## src/rtl/spi_ramp_sched.sv

```systemverilog
// -----------------------------------------------------------------------------
// spi_ramp_sched
//
// Purpose:
//   Slews a signed 16-bit motor speed word toward a requested target in steps
//   of at most STEP_SIZE.
//   Each intermediate speed is handed to an external SPI shifter with a
//   start/ready handshake.
//   After each transmit, an idle gap of GAP_CYCLES clocks is inserted before
//   the next step is taken.
//
// Ports:
//   PCLK            in   sole clock, rising edge
//   PRESETn         in   asynchronous active-low reset
//   i_enable        in   ramping permitted when high
//   i_target_valid  in   one-cycle strobe qualifying i_target (always latched)
//   i_target[15:0]  in   requested speed, signed two's complement
//   i_spi_ready     in   one-cycle transmit-done pulse (PCLK domain)
//   o_spi_start     out  level request to shifter, held until i_spi_ready
//   o_motor_speed   out  signed speed word presented to the shifter
//   o_busy          out  high in any state other than IDLE
//   o_at_target     out  speed register equals target register
//   o_timeout       out  sticky handshake-timeout flag
//
// Build option:
//   SPI_RAMP_TIMEOUT_EN - when defined, WAIT is bounded by TIMEOUT_CYCLES clocks
//   of o_spi_start. On expiry the request drops, o_timeout sets, and the block
//   returns to IDLE. When undefined, WAIT is unbounded and o_timeout is tied
//   low.
//
// States:
//   state | meaning
//   IDLE  | holding speed, waiting for a target strobe with enable
//   STEP  | move speed one step toward target
//   START | first cycle of the shifter request
//   WAIT  | request held, waiting for i_spi_ready
//   GAP   | post-transmit idle gap, then decide STEP or IDLE
// -----------------------------------------------------------------------------
module spi_ramp_sched #(
    parameter logic [15:0] STEP_SIZE      = 16'd64,
    parameter logic [11:0] GAP_CYCLES     = 12'd2001,
    parameter logic [15:0] TIMEOUT_CYCLES = 16'd4000
) (
    input  logic        PCLK,
    input  logic        PRESETn,
    input  logic        i_enable,
    input  logic        i_target_valid,
    input  logic [15:0] i_target,
    input  logic        i_spi_ready,
    output logic        o_spi_start,
    output logic [15:0] o_motor_speed,
    output logic        o_busy,
    output logic        o_at_target,
    output logic        o_timeout
);

    typedef enum logic [2:0] {
        S_IDLE  = 3'd0,
        S_STEP  = 3'd1,
        S_START = 3'd2,
        S_WAIT  = 3'd3,
        S_GAP   = 3'd4
    } state_t;

    state_t      state_q, state_d;
    logic [15:0] speed_q, speed_d;
    logic [15:0] target_q, target_d;
    logic [11:0] gap_cnt_q, gap_cnt_d;
    logic        spi_start_q, spi_start_d;

`ifdef SPI_RAMP_TIMEOUT_EN
    logic [15:0] to_cnt_q, to_cnt_d;
    logic        timeout_q, timeout_d;
`endif

    // Step arithmetic.
    // The difference is formed in 17 bits so that the full signed range of
    // the target and speed words cannot overflow.
    logic [16:0] diff;
    logic [16:0] diff_mag;
    logic [15:0] speed_stepped;

    always_comb begin
        diff     = {target_q[15], target_q} - {speed_q[15], speed_q};
        diff_mag = diff[16] ? (17'd0 - diff) : diff;
        if (diff_mag <= {1'b0, STEP_SIZE}) begin
            speed_stepped = target_q;
        end else if (diff[16]) begin
            speed_stepped = speed_q - STEP_SIZE;
        end else begin
            speed_stepped = speed_q + STEP_SIZE;
        end
    end

    always_comb begin
        state_d   = state_q;
        speed_d   = speed_q;
        target_d  = i_target_valid ? i_target : target_q;
        gap_cnt_d = gap_cnt_q;
`ifdef SPI_RAMP_TIMEOUT_EN
        to_cnt_d  = to_cnt_q;
        timeout_d = i_target_valid ? 1'b0 : timeout_q;
`endif

        case (state_q)
            S_IDLE: begin
                if (i_target_valid && i_enable) begin
                    state_d = S_STEP;
                end
            end

            S_STEP: begin
                speed_d = speed_stepped;
                state_d = S_START;
`ifdef SPI_RAMP_TIMEOUT_EN
                // Budget starts with the START cycle, the first cycle the
                // request is visible to the shifter.
                to_cnt_d = TIMEOUT_CYCLES - 16'd1;
`endif
            end

            S_START: begin
                state_d = S_WAIT;
`ifdef SPI_RAMP_TIMEOUT_EN
                if (to_cnt_q != 16'd0) begin
                    to_cnt_d = to_cnt_q - 16'd1;
                end
`endif
            end

            S_WAIT: begin
                if (i_spi_ready) begin
                    state_d   = S_GAP;
                    gap_cnt_d = GAP_CYCLES - 12'd1;
                end
`ifdef SPI_RAMP_TIMEOUT_EN
                else if (to_cnt_q == 16'd0) begin
                    state_d   = S_IDLE;
                    timeout_d = 1'b1;
                end else begin
                    to_cnt_d = to_cnt_q - 16'd1;
                end
`endif
            end

            S_GAP: begin
                if (gap_cnt_q == 12'd0) begin
                    // Compare against target_d so that a target strobe
                    // arriving in this very cycle is not lost.
                    if ((speed_q != target_d) && i_enable) begin
                        state_d = S_STEP;
                    end else begin
                        state_d = S_IDLE;
                    end
                end else begin
                    gap_cnt_d = gap_cnt_q - 12'd1;
                end
            end

            default: begin
                state_d = S_IDLE;
            end
        endcase

        // Registered so the request is a clean flop output to the shifter.
        spi_start_d = (state_d == S_START) || (state_d == S_WAIT);
    end

    always_ff @(posedge PCLK or negedge PRESETn) begin
        if (!PRESETn) begin
            state_q     <= S_IDLE;
            speed_q     <= 16'd0;
            target_q    <= 16'd0;
            gap_cnt_q   <= 12'd0;
            spi_start_q <= 1'b0;
        end else begin
            state_q     <= state_d;
            speed_q     <= speed_d;
            target_q    <= target_d;
            gap_cnt_q   <= gap_cnt_d;
            spi_start_q <= spi_start_d;
        end
    end

`ifdef SPI_RAMP_TIMEOUT_EN
    always_ff @(posedge PCLK or negedge PRESETn) begin
        if (!PRESETn) begin
            to_cnt_q  <= 16'd0;
            timeout_q <= 1'b0;
        end else begin
            to_cnt_q  <= to_cnt_d;
            timeout_q <= timeout_d;
        end
    end

    assign o_timeout = timeout_q;
`else
    assign o_timeout = 1'b0;
`endif

    assign o_spi_start   = spi_start_q;
    assign o_motor_speed = speed_q;
    assign o_busy        = (state_q != S_IDLE);
    assign o_at_target   = (speed_q == target_q);

endmodule

```

## config.mk

```make
export PLATFORM = sky130hd
export DESIGN_NAME = spi_ramp_sched
export DESIGN_NICKNAME = d
export VERILOG_FILES = /design/src/rtl/spi_ramp_sched.sv
export SDC_FILE = /design/constraint.sdc
export NUM_CORES = 1
export LEC_CHECK = 0
export CAP_MARGIN = 20
export CORE_AREA = 10 10 152 112
export DETAILED_ROUTE_END_ITERATION = 10
export DIE_AREA = 0 0 162 122
export DONT_BUFFER_PORTS = 1
export PLACE_DENSITY = 0.47
export SYNTH_ARGS = -nofsm -noshare
export SYNTH_HDL_FRONTEND = slang
export SYNTH_SLANG_ARGS = --single-unit
```

## constraint.sdc

```tcl
create_clock -name PCLK -period 8.1 [get_ports PCLK]
set_input_delay 2.43 -clock PCLK [delete_from_list [all_inputs] [get_ports PCLK]]
set_output_delay 2.43 -clock PCLK [all_outputs]
set_load 0.005 [all_outputs]
```

==> flow_metrics.py <==
metrics = {
    "pwr": {
        "power.share.switching": 0.4722,
        "ir_worst_vdd_mv": 0.1300,
        "pwr-share-comb": 0.627,
        "cellPowerDensity_nw_per_um2": 359.8,
        "internal-power_uw": 841.5,
        "pwr-share-clk": 0.136,
        "p_leak_uw": 0.001850,
        "switchingPower_uw": 753.0,
        "power_frac_seq": 0.237,
    },
    "global_routing": {
        "use_met3": 0.04011,
        "grt_start_max_net_pins": 49,
        "globalRoute.totalOverflow": 0,
        "grt_pass1_wl_mm": 18.26,
        "grt_busiest_layer": "met1",
        "gr-usage-all-layers": 0.1150,
        "met2_usage": 0.1460,
        "met1_usage": 0.1777,
        "antenna_found_initial": 1,
        "grt_pass1_vias": 3287,
    },
    "worst_setup_path": {
        "cp_cell_sequence": "inv_1, ha_1, or2_2, a31oi_1, a21oi_1, a211oi_2, inv_1, o22ai_1, o311ai_0, a311o_1, or4_1, or2_1, mux2_4",
        "crit_path_start": "o_motor_speed[5]",
        "crit_slowest_cell": "or4_1",
        "cp-end-kind": "flip-flop",
        "cp.required_ns": 8.28,
        "rr_endpoint": "o_motor_speed[2]",
        "criticalPathCategory": "flip-flop to flip-flop",
        "r2r_cells": 13,
        "crit_buf_inv": 2,
        "reg2reg_from": "o_motor_speed[5]",
        "crit_fanout": 16,
        "critPathArrivalTime_ns": 5.31,
        "worst_path_most_repeated_cell": "inv_1",
        "cp_top_family": "simple AND/OR/NAND/NOR gates",
        "start_kind": "flip-flop",
        "r2r_setup_slack_ns": 2.97,
        "max_stage_delay_ns": 0.92,
    },
    "clock_network": {
        "htreeDepth": 2,
        "path_clk_slew_ns": 0.07,
        "cts_buffer_depth": 2,
        "clk_latency_ns": 0.29,
        "hold_buffers": 0,
        "clockRootBuffer": "clkbuf_16",
        "cts_tree": "built",
        "cts.sinks": 48,
        "cts_buffers": 5,
        "cts_resized": 0,
        "post_cts_buffers": 0,
    },
    "logic_synthesis": {
        "synth_seq_cells": 48,
        "synth_async_sr_flop_share": 1.000,
        "synth_edf_count": 0,
        "synth_nets": 531,
        "synth-seq-area-share": 0.2896,
        "synthTopCellsByArea": "dfrtp_1 29%, ha_1 7.8%, xnor2_1 5.1%",
        "synth_cell_type_count": 73,
        "syn_inst": 482,
        "synth.avg_cell_area_um2": 8.605,
        "synth_top_cell_area_share": 0.2896,
        "yosysWarnings": 0,
        "synth_area_leader_cell": "dfrtp_1",
        "synth_area_um2": 4148,
        "synthFlopType": "dfrtp_1",
    },
    "floorplanning": {
        "core_area_um2": 14260,
        "die_height_um": 122,
        "die_w_um": 162,
        "ioPinCount": 41,
        "rows": 37,
        "initial_utilization": 0.2909,
        "dieArea_um2": 19760,
    },
    "job": {
        "max_cap_viol_count": 0,
    },
    "min_path": {
        "holdCritStartpoint": "gap_cnt_q[0]",
        "hold_path.class": "flip-flop to flip-flop",
        "min_to": "gap_cnt_q[0]",
        "holdPathStages": 1,
    },
    "placement": {
        "port_buffers": 0,
        "place_ws_ns": 2.947,
        "place_area_um2": 4279,
        "dp_hpwl_mm": 9.232,
        "routabilityCongestion": 0.8570,
    },
    "cells_and_area": {
        "diodes": 0,
        "final_common_cell": "dfrtp_1",
        "mostFrequentLayoutCells": "48 x dfrtp_1, 38 x nand2_1, 33 x nor2_1, 33 x o21ai_0, 32 x inv_1",
        "final_layout_size_suffix_gt1_frac": 0.08705,
        "nNetsFinal": 519,
        "final_area_um2": 4432,
        "fillers": 1559,
        "area_delta_synth_final_pct": 6.848,
    },
    "sta": {
        "setup_tns_ns": 0,
        "timing.final.crit_share": 0.6333,
        "hold_viol_final": 0,
        "worst_clock_skew_ns": 0.003535,
        "setup_violations": 0,
        "clock.fmax_mhz": 194.9,
        "worst_hold_slack_ns": 0.5148,
        "rsz0062_at_grt": "no",
        "final.min_clock_period_ns": 5.130,
        "max_slew_margin": 0.4335,
        "fin_ws_ns": 2.970,
        "slew_viol_final": 0,
        "worst_pin_slew_ns": 0.8498,
    },
    "detailed_routing": {
        "antenna_left": 0,
        "avgRoutedWirePerCell_um": 17.12,
        "routed_wl_mm": 11.40,
        "vias": 3529,
        "drc": 0,
        "drtIter0Drc": 193,
        "first_pass_iters": 7,
        "vias_per_cell": 5.299,
    },
    "run_status": {
        "outcome": "completed",
    },
}
per-stage QoR:
stage                     total power [uW]  utilization  std cells
final                                 1595       0.3108        666
after CTS                             1605       0.3108        666
after detailed placement              1377       0.3001        658
after global placement                1372       0.3001        658
after global routing                  1751       0.3108        666
after floorplan                       1163            -        482
cell families (layout without fill, tap and decap cells):
| family | Yosys count | count (layout) | synth area share |
|---|---|---|---|
| multiplexers | 30 | 30 | 0.08205 |
| adder cells (fa/ha/maj) | 29 | 29 | 0.09050 |
| flip-flops | 48 | 48 | 0.2896 |
| AO/OA/AOI/OAI | 117 | 117 | 0.1888 |
| buffers and inverters | 52 | 41 | 0.05792 |
| AND/OR/NAND/NOR | 174 | 174 | 0.2247 |
| other | 1 | 1 | 0.0009041 |
| XOR/XNOR | 31 | 31 | 0.06546 |
per-layer routing:
metal  vias up  wire (um)
met5         -         13
met4         2         84
met3        11        866
met2        92       4188
met1      1695       6250
li1       1729          -
sequential cells by signal, indices dropped and copies added (netlist names):
signal and cells:
o_spi_start 1, o_motor_speed 16, target_q 16, gap_cnt_q 12, state_q 3
cells in the mapped netlist, drive strengths merged, types with 2 or more instances:
library cell	count
nand3	18
xnor2	24
or4	2
buf	12
nand3b	2
and3	5
a211o	3
nor4b	2
o311a	2
o21ai	33
nor3	15
a211oi	3
nor2b	4
xor2	7
a31oi	4
o211a	3
dfrtp	48
and4	3
nor2	34
o21bai	5
nor4	7
nand4b	6
o211ai	5
mux2	20
mux2i	10
nor3b	3
inv	32
o21a	5
ha	26
nand2	38
or2	5
a21o	6
o22ai	3
clkbuf	8
or3	11
o221ai	4
a21oi	25
o311ai	2
and2	6
fa	2
nand2b	5
nand4	3
worst max path at each step:
stage | end | cells after the start | slack (ns)
after floorplan | o_motor_speed[2] | 15 | 3.88
after global placement | o_motor_speed[2] | 13 | 3.09
after detailed placement | o_motor_speed[2] | 13 | 2.95
after CTS | o_motor_speed[2] | 13 | 2.94
after global routing | o_motor_speed[2] | 13 | 2.59
final | o_motor_speed[2] | 13 | 2.97
power groups by stage:
stage / Combinational, uW / Sequential (uW) / Clock (uW)
2_1_floorplan: 810 / 354 / 0
3_3_place_gp: 989 / 382 / 0
3_5_place_dp: 992 / 385 / 0
4_1_cts: 1000 / 380 / 224
5_1_grt: 1120 / 390 / 236
6_report: 1000 / 378 / 217
area by class of cell:
class / count / area (um2) / share of cell area
multi-input cells: 382 / 2706 / 0.6107
flip-flops and latches: 48 / 1201 / 0.2710
well taps: 195 / 244.0 / 0.05505
clock buffers: 6 / 138.9 / 0.03134
inverters: 32 / 120.1 / 0.02710
clock inverters: 2 / 13.76 / 0.003106
repair buffers: 1 / 7.507 / 0.001694
Note: power is estimated with default switching activity, not from simulation.
